==> config.mk <==
export PLATFORM = sky130hd
export DESIGN_NAME = eprisc_iobus_master
export DESIGN_NICKNAME = d
export VERILOG_FILES = /design/src/rtl/eprisc_iobus_master.sv
export SDC_FILE = /design/constraint.sdc
export NUM_CORES = 1
export LEC_CHECK = 0
export ABC_CLOCK_PERIOD_IN_PS = 4950
export BUFFER_PORTS_ARGS = -buffer_cell sky130_fd_sc_hd__buf_2
export CORE_ASPECT_RATIO = 0.7
export CORE_MARGIN = 8
export CORE_UTILIZATION = 35
export DETAILED_ROUTE_END_ITERATION = 6
export GPL_TIMING_DRIVEN = 0
export SETUP_SLACK_MARGIN = 0.2
export SYNTH_ARGS = -nofsm -noshare
export SYNTH_HDL_FRONTEND = slang
export SYNTH_SLANG_ARGS = --single-unit
==> constraint.sdc <==
create_clock -name iClk -period 4.95 [get_ports iClk]
set_input_delay 0.495 -clock iClk [delete_from_list [all_inputs] [get_ports iClk]]
set_output_delay 0.495 -clock iClk [all_outputs]
set_load 0.005 [all_outputs]
==> src/rtl/eprisc_iobus_master.sv <==
// eprisc_iobus_master: CPU-side initiator for the epRISC I/O controller byte bus.
// Serialises one 32-bit request word {write, addr[14:0], data[15:0]} as six
// bus-clock pulses and collects the four returned MISO bytes.
// Optional feature: define IOBUS_BURST_EN to chain requests without GAP/SETUP.
module eprisc_iobus_master #(
    parameter int unsigned pHalfDiv = 4,
    parameter logic [1:0]  pSelect  = 2'h1
) (
    input  logic        iClk,
    input  logic        iRst,
    input  logic        iStart,
    input  logic        iWrite,
    input  logic [14:0] iAddr,
    input  logic [15:0] iWrData,
    output logic        oBusy,
    output logic        oDone,
    output logic [31:0] oRdData,
    output logic        oIrq,
    output logic        oBusClock,
    output logic [1:0]  oBusSelect,
    output logic [7:0]  oBusMOSI,
    input  logic [7:0]  iBusMISO,
    input  logic        iBusInterrupt
);

    typedef enum logic [2:0] {
        StIdle,
        StSetup,
        StHigh,
        StLow,
        StGap
    } state_e;

    localparam logic [7:0] HalfLast = 8'(pHalfDiv - 1);
    localparam logic [2:0] LastEdge = 3'd6;

    state_e      state_q, state_d;
    logic [7:0]  cnt_q, cnt_d;
    logic [2:0]  edge_q, edge_d;
    logic [31:0] word_q, word_d;
    logic [31:0] rd_buf_q, rd_buf_d;
    logic        busy_q, busy_d;
    logic        done_q, done_d;
    logic [31:0] rd_data_q, rd_data_d;
    logic        bus_clk_q, bus_clk_d;
    logic [1:0]  bus_sel_q, bus_sel_d;
    logic [7:0]  mosi_q, mosi_d;
    logic        irq_meta_q, irq_q;

    logic        half_end;
    logic [2:0]  edge_next;

    // Byte driven on MOSI for rising edge k: word bytes LSB first, zero after the fourth.
    function automatic logic [7:0] tx_byte(input logic [31:0] word, input logic [2:0] k);
        case (k)
            3'd1:    return word[7:0];
            3'd2:    return word[15:8];
            3'd3:    return word[23:16];
            3'd4:    return word[31:24];
            default: return 8'h00;
        endcase
    endfunction

    assign half_end  = (cnt_q == HalfLast);
    assign edge_next = edge_q + 3'd1;

    // Next-state and registered-output logic for the bus sequencer.
    always_comb begin
        state_d   = state_q;
        cnt_d     = 8'd0;
        edge_d    = edge_q;
        word_d    = word_q;
        rd_buf_d  = rd_buf_q;
        busy_d    = busy_q;
        done_d    = 1'b0;
        rd_data_d = rd_data_q;
        bus_clk_d = bus_clk_q;
        bus_sel_d = bus_sel_q;
        mosi_d    = mosi_q;

        unique case (state_q)
            StIdle: begin
                if (iStart) begin
                    word_d    = {iWrite, iAddr, iWrData};
                    state_d   = StSetup;
                    busy_d    = 1'b1;
                    bus_sel_d = pSelect;
                end
            end

            // Select is up, clock low: controller leaves reset and sits in Load.
            StSetup: begin
                if (half_end) begin
                    state_d   = StHigh;
                    edge_d    = 3'd1;
                    bus_clk_d = 1'b1;
                    mosi_d    = tx_byte(word_q, 3'd1);
                end else begin
                    cnt_d = cnt_q + 8'd1;
                end
            end

            StHigh: begin
                if (half_end) begin
                    state_d   = StLow;
                    bus_clk_d = 1'b0;
                end else begin
                    cnt_d = cnt_q + 8'd1;
                end
            end

            // Controller samples MOSI on the falling edge that opened this phase.
            StLow: begin
                if (half_end) begin
                    if (edge_q == LastEdge) begin
                        done_d    = 1'b1;
                        rd_data_d = rd_buf_q;
`ifdef IOBUS_BURST_EN
                        if (iStart) begin
                            // Chain straight into HIGH(1), select stays asserted.
                            word_d    = {iWrite, iAddr, iWrData};
                            state_d   = StHigh;
                            edge_d    = 3'd1;
                            bus_clk_d = 1'b1;
                            mosi_d    = iWrData[7:0];
                        end else begin
                            state_d   = StGap;
                            bus_sel_d = 2'h0;
                            mosi_d    = 8'h00;
                        end
`else
                        state_d   = StGap;
                        bus_sel_d = 2'h0;
                        mosi_d    = 8'h00;
`endif
                    end else begin
                        state_d   = StHigh;
                        edge_d    = edge_next;
                        bus_clk_d = 1'b1;
                        mosi_d    = tx_byte(word_q, edge_next);
                        // MISO just before rising edges 2..5 carries bytes 0..3.
                        case (edge_next)
                            3'd2:    rd_buf_d[7:0]   = iBusMISO;
                            3'd3:    rd_buf_d[15:8]  = iBusMISO;
                            3'd4:    rd_buf_d[23:16] = iBusMISO;
                            3'd5:    rd_buf_d[31:24] = iBusMISO;
                            default: ;
                        endcase
                    end
                end else begin
                    cnt_d = cnt_q + 8'd1;
                end
            end

            // Select low for a half period so the controller pipeline resets.
            StGap: begin
                if (half_end) begin
                    state_d = StIdle;
                    busy_d  = 1'b0;
                end else begin
                    cnt_d = cnt_q + 8'd1;
                end
            end

            default: begin
                state_d = StIdle;
            end
        endcase
    end

    // Sequencer state and registered bus/host outputs.
    always_ff @(posedge iClk or posedge iRst) begin
        if (iRst) begin
            state_q   <= StIdle;
            cnt_q     <= 8'd0;
            edge_q    <= 3'd0;
            word_q    <= 32'h0;
            rd_buf_q  <= 32'h0;
            busy_q    <= 1'b0;
            done_q    <= 1'b0;
            rd_data_q <= 32'h0;
            bus_clk_q <= 1'b0;
            bus_sel_q <= 2'h0;
            mosi_q    <= 8'h00;
        end else begin
            state_q   <= state_d;
            cnt_q     <= cnt_d;
            edge_q    <= edge_d;
            word_q    <= word_d;
            rd_buf_q  <= rd_buf_d;
            busy_q    <= busy_d;
            done_q    <= done_d;
            rd_data_q <= rd_data_d;
            bus_clk_q <= bus_clk_d;
            bus_sel_q <= bus_sel_d;
            mosi_q    <= mosi_d;
        end
    end

    // Two-flop synchroniser for the asynchronous controller interrupt.
    always_ff @(posedge iClk or posedge iRst) begin
        if (iRst) begin
            irq_meta_q <= 1'b0;
            irq_q      <= 1'b0;
        end else begin
            irq_meta_q <= iBusInterrupt;
            irq_q      <= irq_meta_q;
        end
    end

    assign oBusy      = busy_q;
    assign oDone      = done_q;
    assign oRdData    = rd_data_q;
    assign oIrq       = irq_q;
    assign oBusClock  = bus_clk_q;
    assign oBusSelect = bus_sel_q;
    assign oBusMOSI   = mosi_q;

endmodule

==> Word-level counts from Yosys, hierarchy flattened <==
Index checks and enable logic that the tools add are counted.
{ "op_classes": {"add_sub_neg": 2, "muxes": 32, "reduce_logical": 18, "n_eq_ne": 18, "bitwise": 1} }
{ "op_table": {"columns": ["operator", "count"], "rows": [
  ["8-bit 2-to-1 mux", 5],
  ["8-bit case mux with 4 select lines", 1],
  ["3-bit 2-to-1 mux", 9],
  ["4-bit AND reduction", 6],
  ["8-bit case mux with 2 select lines", 1],
  ["3-bit case mux with 5 select lines", 1],
  ["2-bit inequality test, second input constant", 7],
  ["3-bit by 2-bit equality test with 1-bit output, second input constant", 4],
  ["3-bit equality test, second input constant", 4],
  ["5-bit AND reduction", 2],
  ["3-bit AND reduction", 3],
  ["8-bit by 1-bit adder with 8-bit output, second input constant", 1],
  ["8-bit by 2-bit equality test with 1-bit output, second input constant", 1],
  ["1-bit 2-to-1 mux", 8],
  ["3-bit by 1-bit equality test with 1-bit output, second input constant", 2],
  ["2-bit 2-to-1 mux", 3],
  ["3-bit case mux with 2 select lines", 1],
  ["2-bit nonzero test", 3],
  ["2-bit case mux with 2 select lines", 1],
  ["4-bit OR reduction", 1],
  ["3-bit by 1-bit adder with 3-bit output, second input constant", 1],
  ["3-bit logical NOT", 1],
  ["1-bit case mux with 3 select lines", 1],
  ["3-bit nonzero test", 1],
  ["other kinds (3)", 3]
]} }
{ "totals": {"reg_bits": 125, "output_inout_bits": 46} }

==> Logic depth before layout (Yosys ltp) <==
{ "depth": {"ltp_word": 6, "ltp_mapped": 7, "mapped_depth_nobuf": 6} }

==> Worst setup path before layout <==
Ideal clock, no wire load.
{ "synth_path": {"path_kind": "register to register", "start": "reg edge_q[0]", "end": "reg rd_buf_q[0]", "slack_ps": 2892, "t_required_ps": 4825, "arrival_time_ps": 1933, "n_path_buf": 1, "stages_incl_launch_ff": 7, "cell_sequence": "dfrtp_1 inv_1 ha_1 a2111oi_4 buf_4 nand4_2 mux2_2"} }
{ "synth_between": {"elab_chain_cells": 3, "elab_cells_between_ends": 5, "cone_classes": "add/sub (1); eq/ne (2); bitwise (1); reduce/logical (1)"} }
{ "synth_lines": {"columns": ["item", "line_no", "text"], "rows": [
  ["start: declaration", "39", "logic [2:0] edge_q, edge_d;"],
  ["start signal: assignment", "188", "edge_q <= edge_d;"],
  ["3-bit by 1-bit adder with 3-bit output / 3-bit equality test (equally long branches)", "65, 115", null],
  ["3-bit by 2-bit equality test with 1-bit output / 1-bit NOT (equally long branches)", null, null],
  ["4-bit AND reduction (no line) (*)", null, null],
  ["end signal: assignment", "190", "rd_buf_q <= rd_buf_d;"],
  ["end: declaration", "41", "logic [31:0] rd_buf_q, rd_buf_d;"]
]} }
Mark *: on every way between the ends. The rest lies on a longest branch, timed or not.
A chain may end at the register's enable or synchronous reset.

==> Worst setup path after layout <==
{ "layout_path": {"start": "reg edge_q[0]", "end": "reg rd_buf_q[4]"} }
The elaborated chain is that of the path after synthesis.

==> reports/results.ini <==
[finish]
layout_cells_sized_above_1=0.4769
multi_input_comb_area_mm2=0.001959
final_common_cell=dfrtp_1
most-common-layout-cells=dfrtp_1, buf_2, mux2_2
final_cells=693
ff_latch_area_mm2=0.003103
final_net_count=535
area.growth.synth_to_final_pct=25.92
num-fill-cells=1369

[drt]
vias=3418
drc=0
drt-pass1-iter-count=7
postRouteWirelength_um=12210
detailroute.wirelength.met3_um=738
route.met2.wl_um=5763
via_to_cell_ratio=4.932
top_signal_layer_used=met5
post_dr_wirelength_cell_um=17.61
first_iter_violations=152
route.antenna.remaining_nets=0
wl_on_met1_um=5499

[grt]
overflow_left_after_global_routing=0
grt_first_pass_wirelength_um=20150
grt_antenna_before_repair=4
track_usage=0.1357
grt_pass1_vias=3749
largest_net_degree_at_the_start_of_global_routing=64

[setup_path]
setup.worst_path.start_class=flop
critPathRequiredTime_ps=5250
cp.arrival_ps=2760
regToRegSetupSlack_ps=2480
crit_type=reg2reg
worst_reg_to_reg_path_cell_count=6
cp_max_fo=10
regToRegStartpoint=edge_q[0]
critical_path.reg2reg.endpoint=rd_buf_q[4]
cp-end-kind=flop

[clock_network]
clk_transition_reported_paths_ps=60
cts_hold_buf=0
cts.htree.levels=4
cts_repair_resize_count=0
number_of_clock_sinks_seen_by_cts=124
clkLatencyLatePin_ps=410
clock_tree_from_tritoncts=built
clock_tree_root=clkbuf_16
post-cts-setup-buffer-count=0
cts-buffers-inserted=17
clock_path_buffers=2

[timing]
max_slew_margin=0.4888
unrepaired_setup_endpoints_after_global_routing=false
setup_viol=0
slew_violations=0
finalCriticalPeriod_ps=2467
final-hold-violation-count=0
post-route-period-util=0.4984
achievable-frequency_mhz=405.4
worst_slew_pin_slew_ps=764.2
fin_skew_ps=8.003
whs_ps=159.9

[power_and_ir_drop]
switching_share_of_total_power=0.2037
power_frac_seq=0.431
switchingPower_uw=489.1
clock_power_share=0.546
power.static_leakage_uw=0.003305
internal_power_uw=1912
power_density_mw_per_mm2=366.4
power.share.combinational=0.023
peakVddDrop_v=0.0002161

[logic_synthesis]
synth-compound-area-share=0.05650
net_count_after_synthesis=427
synthAdderAreaFrac=0.01443
yosys.cell_types.count=37
syn_inst=377
syn_avg_cell_area_um2=13.80
share_of_synthesized_cell_area_in_and_or_nand_and_nor_gates=0.07790
synth_seq_area_share=0.5963
synth-xor-area-share=0.01515
synth_warnings=0
postSynthRegisterBits=124
post_synthesis_cell_area_mm2=0.005204
synth_mux_area_frac=0.2118
combinational_family_with_the_most_area_after_synthesis=multiplexers

[job]
max_cap_viol_count=0

[die]
initial_utilization=0.3557
die_area_mm2=0.01909
die_width_um=161.7
num_io_pins=90
placement_rows=37
placeable_core_region_mm2=0.01463
die_height_um=118.0

[place]
final_gp_congestion=0.7451
placed_cells_incl_taps=661
detailedPlacementHpwl_um=8547
portBuffers=88

[hold_path]
timing.hold.worst.class=in2async

[status]
status=complete, no violations

power by group through the flow:
stage | clock [uW] | combinational [uW] | sequential, uW
2_1_floorplan | 0 | 27.3 | 1050
6_report | 1310 | 56.2 | 1030
3_5_place_dp | 0 | 58.3 | 1050
5_1_grt | 1380 | 64.6 | 1040
4_1_cts | 1340 | 58.6 | 1030
3_3_place_gp | 0 | 53.3 | 1050
critical path: stages (launching register included):
cell	delay, ps
dfrtp_1	440
inv_1	100
ha_1	270
a2111oi_4	500
buf_4	270
nand4_2	350
mux2_2	420
Yosys cell counts:
| master | count | area, um2 |
|---|---|---|
| xor2_1 | 6 | 52.55 |
| or3_1 | 1 | 6.260 |
| o31ai_1 | 1 | 7.510 |
| buf_6 | 3 | 33.78 |
| nor3_1 | 1 | 5.000 |
| conb_1 | 1 | 3.750 |
| a22oi_1 | 1 | 7.510 |
| nor2b_1 | 2 | 12.51 |
| and2_1 | 1 | 6.260 |
| clkbuf_1 | 7 | 26.28 |
| mux2_2 | 96 | 1081 |
| nor3_4 | 1 | 16.27 |
| mux2i_1 | 1 | 10.01 |
| dfrtp_1 | 124 | 3103 |
| buf_4 | 2 | 15.01 |
| and4_1 | 1 | 8.760 |
| nand4_2 | 4 | 50.05 |
| o21bai_1 | 3 | 22.52 |
| a222oi_1 | 8 | 80.08 |
| a31oi_1 | 10 | 62.56 |
| ha_1 | 6 | 75.07 |
| nor2_1 | 27 | 101.4 |
| nand3_2 | 1 | 10.01 |
| nand3_1 | 8 | 40.04 |
| nand2_1 | 13 | 48.80 |
| a2111oi_4 | 1 | 27.53 |
| inv_1 | 7 | 26.28 |
| nor4_2 | 1 | 12.51 |
| o22ai_1 | 1 | 6.260 |
| nand2b_1 | 2 | 12.51 |
| buf_2 | 8 | 40.04 |
| a21oi_1 | 2 | 10.01 |
| mux2_1 | 1 | 11.26 |
| xnor2_1 | 3 | 26.28 |
| o21ai_0 | 2 | 10.01 |
| and3_1 | 12 | 75.07 |
| o211ai_1 | 8 | 60.06 |
stage by stage:
step / util / setup slack [ps] / area, um2 / TNS (ps) / total power, uW
floorplan: - / 1156 / 5204 / 0 / 1078
global placement: 0.4025 / -194.0 / 5888 / -23270 / 1105
detailed placement: 0.4047 / 2478 / 5921 / 0 / 1111
CTS: 0.4477 / 2463 / 6550 / 0 / 2433
global route: 0.4479 / 2343 / 6553 / 0 / 2482
finish: 0.4479 / 2483 / 6553 / 0 / 2401
worst max-delay path by stage:
| stage | start | to | slack, ps | depth (start not counted) |
|---|---|---|---|---|
| finish | edge_q[0] | rd_buf_q[4] | 2480 | 6 |
| global route | edge_q[0] | rd_buf_q[2] | 2340 | 6 |
| CTS | edge_q[0] | rd_buf_q[4] | 2460 | 6 |
| detailed placement | edge_q[0] | rd_buf_q[4] | 2480 | 6 |
| global placement | iRst | rd_buf_q[11] | -190 | 2 |
| floorplan | iRst | cnt_q[0] | 1160 | 1 |
per-layer routing:
layer  vias up  track usage
li1       1584            -
met1      1728       0.1722
met2        83       0.2065
met3        17      0.05311
met4         6      0.04787
met5         -            0
final cells by class:
cell class,instances,share of cell area
antenna,1,0.0003819
timing repair buffer,89,0.07142
multi-input combinational,226,0.2990
clock buffer,19,0.06760
buffer,20,0.01757
sequential,124,0.4736
clock inverter,12,0.02845
inverter,7,0.004774
tap,195,0.03724
logic make-up after synthesis:
group | Yosys count
AOI/OAI and AO/OA | 37
and+or+nand+nor | 75
DFF | 124
muxes | 98
other | 1
xor gates and xnor gates | 9
buffers and inverters | 27
adders and majority gates | 6
state kept, by name (all words and copies together) (netlist names):
name	count
oIrq	1
rd_buf_q	32
oDone	1
oRdData	32
word_q	32
edge_q	3
oBusy	1
state_q	3
oBusClock	1
oBusSelect	1
cnt_q	8
oBusMOSI	8
irq_meta_q	1
Power figures use the tool's default switching activity.
